`src/rtl/time_display_driver.sv`:
```
// -----------------------------------------------------------------------------
// time_display_driver
//
// Drives a 6-digit multiplexed 7-segment display (HH.MM.SS) from binary time
// fields. Once per scan frame the inputs are snapshotted and converted to BCD
// by a multi-cycle shift-add-3 (double-dabble) engine. All three fields are
// converted in parallel. The display registers update in a single cycle, so a
// frame never shows a mix of old and new digits.
//
// Ports:
//   i_clk    system clock
//   i_rst    synchronous active-high reset
//   i_sec    binary seconds (0..63 accepted, no clamping)
//   i_min    binary minutes (0..63 accepted, no clamping)
//   i_hr     binary hours   (0..31 accepted, no clamping)
//   i_blank  forces every digit dark while high; the scan keeps running
//   o_seg    segments {g,f,e,d,c,b,a}, active-low, registered
//   o_dp     decimal point, active-low, lit on digits 2 and 4
//   o_an     one-hot active-low digit enables; bit n selects digit n
//   o_frame  one-cycle pulse at the start of each scan frame
//
// Parameter:
//   SCAN_DIV clock cycles each digit stays lit (2 or more)
// -----------------------------------------------------------------------------
module time_display_driver #(
    parameter int SCAN_DIV = 50000
) (
    input  logic       i_clk,
    input  logic       i_rst,
    input  logic [5:0] i_sec,
    input  logic [5:0] i_min,
    input  logic [4:0] i_hr,
    input  logic       i_blank,
    output logic [6:0] o_seg,
    output logic       o_dp,
    output logic [5:0] o_an,
    output logic       o_frame
);

    localparam int DIV_W = (SCAN_DIV > 2) ? $clog2(SCAN_DIV) : 1;
    localparam logic [DIV_W-1:0] DIV_LAST = DIV_W'(SCAN_DIV - 1);

    typedef enum logic [1:0] {
        ST_IDLE,
        ST_CONV,
        ST_DONE
    } conv_state_t;

    conv_state_t       state, state_next;

    logic [DIV_W-1:0]  div;
    logic [2:0]        idx;
    logic              load_req;
    logic [2:0]        iter;

    // Binary shift registers and BCD scratch, one pair per field.
    logic [5:0]        sec_bin, min_bin, hr_bin;
    logic [7:0]        sec_bcd, min_bcd, hr_bcd;

    // Display nibbles, digit n at disp[n].
    logic [5:0][3:0]   disp;
    logic [3:0]        sel_nib;

    logic              div_tc;
    logic              frame_wrap;

    assign div_tc     = (div == DIV_LAST);
    assign frame_wrap = div_tc && (idx == 3'd5);

    // Shift-add-3 correction: any BCD nibble of 5 or more gets +3 so that the
    // following left shift carries correctly into the next decimal digit.
    function automatic logic [7:0] dabble_adjust(input logic [7:0] bcd);
        logic [3:0] lo, hi;
        lo = bcd[3:0];
        hi = bcd[7:4];
        if (lo >= 4'd5) lo = lo + 4'd3;
        if (hi >= 4'd5) hi = hi + 4'd3;
        return {hi, lo};
    endfunction

    function automatic logic [6:0] seg_pattern(input logic [3:0] nib);
        case (nib)
            4'd0:    return 7'b1000000;
            4'd1:    return 7'b1111001;
            4'd2:    return 7'b0100100;
            4'd3:    return 7'b0110000;
            4'd4:    return 7'b0011001;
            4'd5:    return 7'b0010010;
            4'd6:    return 7'b0000010;
            4'd7:    return 7'b1111000;
            4'd8:    return 7'b0000000;
            4'd9:    return 7'b0010000;
            default: return 7'b1111111;
        endcase
    endfunction

    // ---------------------------------------------------------------- FSM
    // NOTE: sequential state uses non-blocking (<=) so every register samples
    // the pre-edge values; blocking here would create order-dependent races.
    always_ff @(posedge i_clk) begin
        if (i_rst) begin
            state <= ST_IDLE;
        end else begin
            state <= state_next;
        end
    end

    // NOTE: next-state gets a default before the case so no path leaves it
    // unassigned; a missing default in combinational logic infers a latch.
    always_comb begin
        state_next = state;
        case (state)
            ST_IDLE: if (load_req)       state_next = ST_CONV;
            ST_CONV: if (iter == 3'd5)   state_next = ST_DONE;
            ST_DONE:                     state_next = ST_IDLE;
            default:                     state_next = ST_IDLE;
        endcase
    end

    // ------------------------------------------------- scan and conversion
    always_ff @(posedge i_clk) begin
        if (i_rst) begin
            div      <= '0;
            idx      <= '0;
            load_req <= 1'b1;
            iter     <= '0;
            sec_bin  <= '0;
            min_bin  <= '0;
            hr_bin   <= '0;
            sec_bcd  <= '0;
            min_bcd  <= '0;
            hr_bcd   <= '0;
            disp     <= '0;
        end else begin
            // Divider and digit index.
            if (div_tc) begin
                div <= '0;
                idx <= (idx == 3'd5) ? 3'd0 : idx + 3'd1;
            end else begin
                div <= div + 1'b1;
            end

            // A new frame request wins over the IDLE clear so it is never lost.
            if (frame_wrap) begin
                load_req <= 1'b1;
            end else if (state == ST_IDLE && load_req) begin
                load_req <= 1'b0;
            end

            case (state)
                ST_IDLE: begin
                    if (load_req) begin
                        sec_bin <= i_sec;
                        min_bin <= i_min;
                        hr_bin  <= {1'b0, i_hr};
                        sec_bcd <= '0;
                        min_bcd <= '0;
                        hr_bcd  <= '0;
                        iter    <= '0;
                    end
                end
                ST_CONV: begin
                    sec_bcd <= {dabble_adjust(sec_bcd) << 1} | {7'd0, sec_bin[5]};
                    min_bcd <= {dabble_adjust(min_bcd) << 1} | {7'd0, min_bin[5]};
                    hr_bcd  <= {dabble_adjust(hr_bcd)  << 1} | {7'd0, hr_bin[5]};
                    sec_bin <= sec_bin << 1;
                    min_bin <= min_bin << 1;
                    hr_bin  <= hr_bin  << 1;
                    iter    <= iter + 3'd1;
                end
                ST_DONE: begin
                    disp <= {hr_bcd[7:4],  hr_bcd[3:0],
                             min_bcd[7:4], min_bcd[3:0],
                             sec_bcd[7:4], sec_bcd[3:0]};
                end
                default: ;
            endcase
        end
    end

    always_comb begin
        sel_nib = disp[idx];
    end

    // ------------------------------------------------------ output register
    always_ff @(posedge i_clk) begin
        if (i_rst) begin
            o_an    <= 6'b111111;
            o_seg   <= 7'b1111111;
            o_dp    <= 1'b1;
            o_frame <= 1'b0;
        end else begin
            o_frame <= frame_wrap;
            if (i_blank) begin
                o_an  <= 6'b111111;
                o_seg <= 7'b1111111;
                o_dp  <= 1'b1;
            end else begin
                o_an  <= ~(6'b000001 << idx);
                o_seg <= seg_pattern(sel_nib);
                o_dp  <= ~((idx == 3'd2) || (idx == 3'd4));
            end
        end
    end

endmodule
```
`config.mk`:
```
export PLATFORM = sky130hd
export DESIGN_NAME = time_display_driver
export DESIGN_NICKNAME = d
export VERILOG_FILES = /design/src/rtl/time_display_driver.sv
export SDC_FILE = /design/constraint.sdc
export NUM_CORES = 1
export LEC_CHECK = 0
export BUFFER_PORTS_ARGS = -buffer_cell sky130_fd_sc_hd__buf_2
export CAP_MARGIN = 0
export CORE_UTILIZATION = 50
export DETAILED_ROUTE_END_ITERATION = 8
export HOLD_SLACK_MARGIN = 0.02
export PLACE_DENSITY = 0.75
export SETUP_SLACK_MARGIN = 0.5
export SLEW_MARGIN = 20
export SYNTH_ARGS = -nofsm -noshare
export SYNTH_HDL_FRONTEND = slang
export SYNTH_SLANG_ARGS = --single-unit
```
`constraint.sdc`:
```
create_clock -name i_clk -period 2.3 [get_ports i_clk]
set_clock_uncertainty 0.05 [all_clocks]
set_input_delay 0.345 -clock i_clk [delete_from_list [all_inputs] [get_ports i_clk]]
set_output_delay 0.345 -clock i_clk [all_outputs]
set_load 0.005 [all_outputs]
```
==> flow_metrics.py <==
metrics = {
    "global_route": {
        "grt_antenna_before_repair": 0,
        "grt_max_degree": 75,
        "grt_pass1_vias": 3612,
        "grt.total_usage_pct": 19.4,
        "grt_overflow": 0,
        "grt_first_pass_wirelength_um": 15800,
    },
    "sta": {
        "hold_viol": 0,
        "slew_headroom_pct": 65.1,
        "timing.final.ws_setup_ns": 0.429,
        "worstMarginPinSlew_ns": 0.523,
        "maxSlewViolCount": 0,
        "setup_viol": 0,
        "whs_ns": 0.169,
        "min_period_ns": 1.87,
        "clock.fmax_ghz": 0.534,
        "finalCritPeriodShare_pct": 81.4,
        "fin_setup_tns_ns": 0,
        "grt_setup_unrepaired": "yes",
    },
    "worst_setup_path": {
        "path_cells": "buf_6 > mux2i_2 > a22oi_2 > nand2_2 > ha_4 > nand3_2 > a21boi_4 > a2bb2oi_2",
        "cpPeakStageDelay_ns": 0.38,
        "worst_path_max_delay_cell": "dfxtp_4",
        "cp-start-kind": "register",
        "critPathMaxFanout": 6,
        "path_delay_family": "compound AO/OA/AOI/OAI gates",
        "path_buf_inv": 1,
        "end_kind": "register",
        "cp.required_ns": 2.50,
        "crit_arrival_ns": 2.07,
        "crit_type": "register to register",
    },
    "cells_and_area": {
        "insertedDiodeCount": 0,
        "finish.net_count": 647,
        "drive_gt1_share_pct": 17.2,
        "syn2layout_area_growth_pct": 13.6,
        "final_cells": 740,
        "stdcell_area_mm2": 0.00548,
        "final_util_pct": 59.1,
    },
    "detailed_routing": {
        "first_iter_violations": 169,
        "wl_per_cell_um": 13.0,
        "ant_nets": 0,
        "viasPerCell": 5.33,
        "num_vias": 3941,
        "routed_wl_um": 9580,
        "route.detailed.drc": 0,
        "drt-pass1-iter-count": 4,
    },
    "clock_tree": {
        "insertion_delay_ns": 0.36,
        "path_clk_slew_ns": 0.10,
        "cts-root-buf": "clkbuf_8",
        "clk_path_buf_depth": 2,
        "ctsHoldBuffers": 0,
        "cts.sinks": 106,
        "cts_buffers": 9,
        "cts_tree": "yes",
        "ctsHtreeMaxLevel": 3,
    },
    "place": {
        "place_area_mm2": 0.00508,
        "io_buffers": 34,
        "dp_worst_setup_slack_ns": 0.237,
        "globalplace.congestion": 0.840,
        "dp_cells": 714,
        "place_hpwl_um": 6220,
    },
    "die": {
        "core_area_mm2": 0.00928,
        "initial_utilization_pct": 52.0,
        "num_io_pins": 35,
        "die-area_mm2": 0.0100,
        "num_rows": 35,
        "die_h_um": 100,
        "chipWidth_um": 100,
    },
    "pwr": {
        "p_int_mw": 2.39,
        "switching_share_pct": 24.5,
        "p_sw_uw": 772,
        "power_mw": 3.16,
        "ir_drop_v": 0.000295,
        "p_per_area_mw_per_mm2": 576,
        "p_leak_nw": 2.06,
        "seqPwrFrac_pct": 60.3,
        "combPwrFrac_pct": 6.6,
        "pwr-share-clk_pct": 33.1,
    },
    "logic_synthesis": {
        "synth-seq-area-share_pct": 44.0,
        "synth.top_cells.by_count": "dfxtp_1, nand2_1, nor2_1, a21oi_1, clkbuf_1",
        "synth_edf_count": 0,
        "synth_most_common_cell": "dfxtp_1",
        "synth_top_area_share_pct": 44.0,
        "syn_avg_cell_area_um2": 8.36,
        "synthTopCellsByArea": "dfxtp_1, nand2_1, ha_1",
        "ys_warn_count": 0,
        "synth.net_count": 618,
        "synthCells": 577,
        "synth-async-reset-ratio_pct": 0,
        "synth_ff_type": "dfxtp_1",
        "syn_area_mm2": 0.00482,
        "synth_cell_types": 47,
        "synth_seq_cells": 106,
        "synth_top_cell_by_area": "dfxtp_1",
    },
    "outcome": {
        "status": "complete, no violations",
    },
    "min_path": {
        "hold_path_class": "input pin to register",
    },
    "run": {
        "drv_cap": 0,
    },
}
-- power by group through the flow --
stage          registers (mW)  logic [mW]  clock network, mW
6_report                 1.90       0.208               1.04
5_1_grt                  1.91       0.235               1.15
4_1_cts                  1.91       0.208               1.08
3_5_place_dp             1.95       0.207                  0
3_3_place_gp             1.95       0.202                  0
2_1_floorplan            1.94       0.154                  0
-- placed cells by master, fill, tap and decap left out, drive strengths merged, types with 2 or more instances in the layout --
| cell | instances |
|---|---|
| and3 | 4 |
| or2 | 2 |
| xor2 | 8 |
| a2bb2oi | 5 |
| a21oi | 49 |
| mux2i | 17 |
| dfxtp | 106 |
| and2 | 3 |
| o211ai | 3 |
| a32oi | 3 |
| clkinvlp | 2 |
| nor2b | 9 |
| a21o | 3 |
| o21ai | 17 |
| nor4 | 2 |
| nor2 | 68 |
| nand4 | 3 |
| and4 | 2 |
| nor3 | 10 |
| clkbuf | 11 |
| nand3 | 16 |
| inv | 21 |
| a22oi | 16 |
| a221oi | 2 |
| nand2b | 9 |
| buf | 56 |
| xnor2 | 15 |
| ha | 21 |
| clkinv | 2 |
| nand2 | 101 |
| a311oi | 15 |
-- state kept, by name (all words and copies together), names as in the netlist --
name,count
hr_bcd,8
div,16
idx,3
o_an,6
min_bcd,8
load_req,1
o_frame,1
o_dp,1
state,2
hr_bin,6
disp,24
sec_bcd,8
min_bin,6
iter,3
o_seg,7
sec_bin,6
-- worst paths after layout --
| kind | slack, ns | cells past startpoint | end | start |
|---|---|---|---|---|
| hold reg to reg | 0.40 | 1 | div[0]$_SDFF_PP0_ | div[0]$_SDFF_PP0_ |
| setup / recovery | 0.43 | 8 | o_seg[3]$_SDFF_PP1_ | idx[1]$_SDFFE_PP0N_ |
| hold / removal | 0.17 | 3 | o_an[2]$_SDFF_PP1_ | i_blank |
| setup reg to reg | 0.43 | 8 | o_seg[3]$_SDFF_PP1_ | idx[1]$_SDFFE_PP0N_ |
-- worst reg2reg max path, delay by kind of cell, from the launching register on --
kind | cells | cell delay, ns
multiplexers | 1 | 0.15
buffers and inverters | 1 | 0.14
AND/OR/NAND/NOR | 2 | 0.24
AO/OA/AOI/OAI | 3 | 0.51
flip-flops | 1 | 0.38
adder cells (fa/ha/maj) | 1 | 0.30
-- final cells by class --
class	count	area [um^2]
tap	129	161
multi-input combinational	413	2580
clock inverter	5	37.5
inverter	20	75.1
clock buffer	11	141
timing repair buffer	56	349
fill	827	3800
sequential	106	2130
-- per-layer routing --
| metal | track usage [%] | wire length, um | up-vias | part of all wire, % |
|---|---|---|---|---|
| met1 | 23.6 | 4390 | 1826 | 46 |
| li1 | - | - | 2012 | - |
| met3 | 5.01 | 366 | 18 | 3.8 |
| met2 | 33.1 | 4650 | 85 | 49 |
| met5 | 0 | 0 | - | 0 |
| met4 | 6.91 | 174 | 0 | 1.8 |
-- timing repair --
item | in CTS | in global routing
pin swaps | 2 | 7
resized for setup | 16 | 29
buffers inserted | 2 | 8
setup endpoints to repair | 22 | 7
-- cells by family after synthesis --
kind of cell | after synthesis | synth area share, %
simple gates | 234 | 21.6
compound gates | 117 | 15.6
flops | 106 | 44.0
buf+inv | 58 | 5.39
xor+xnor | 23 | 4.18
fa+ha+maj | 21 | 5.45
mux | 18 | 3.76
(Power assumes the default switching activity.)
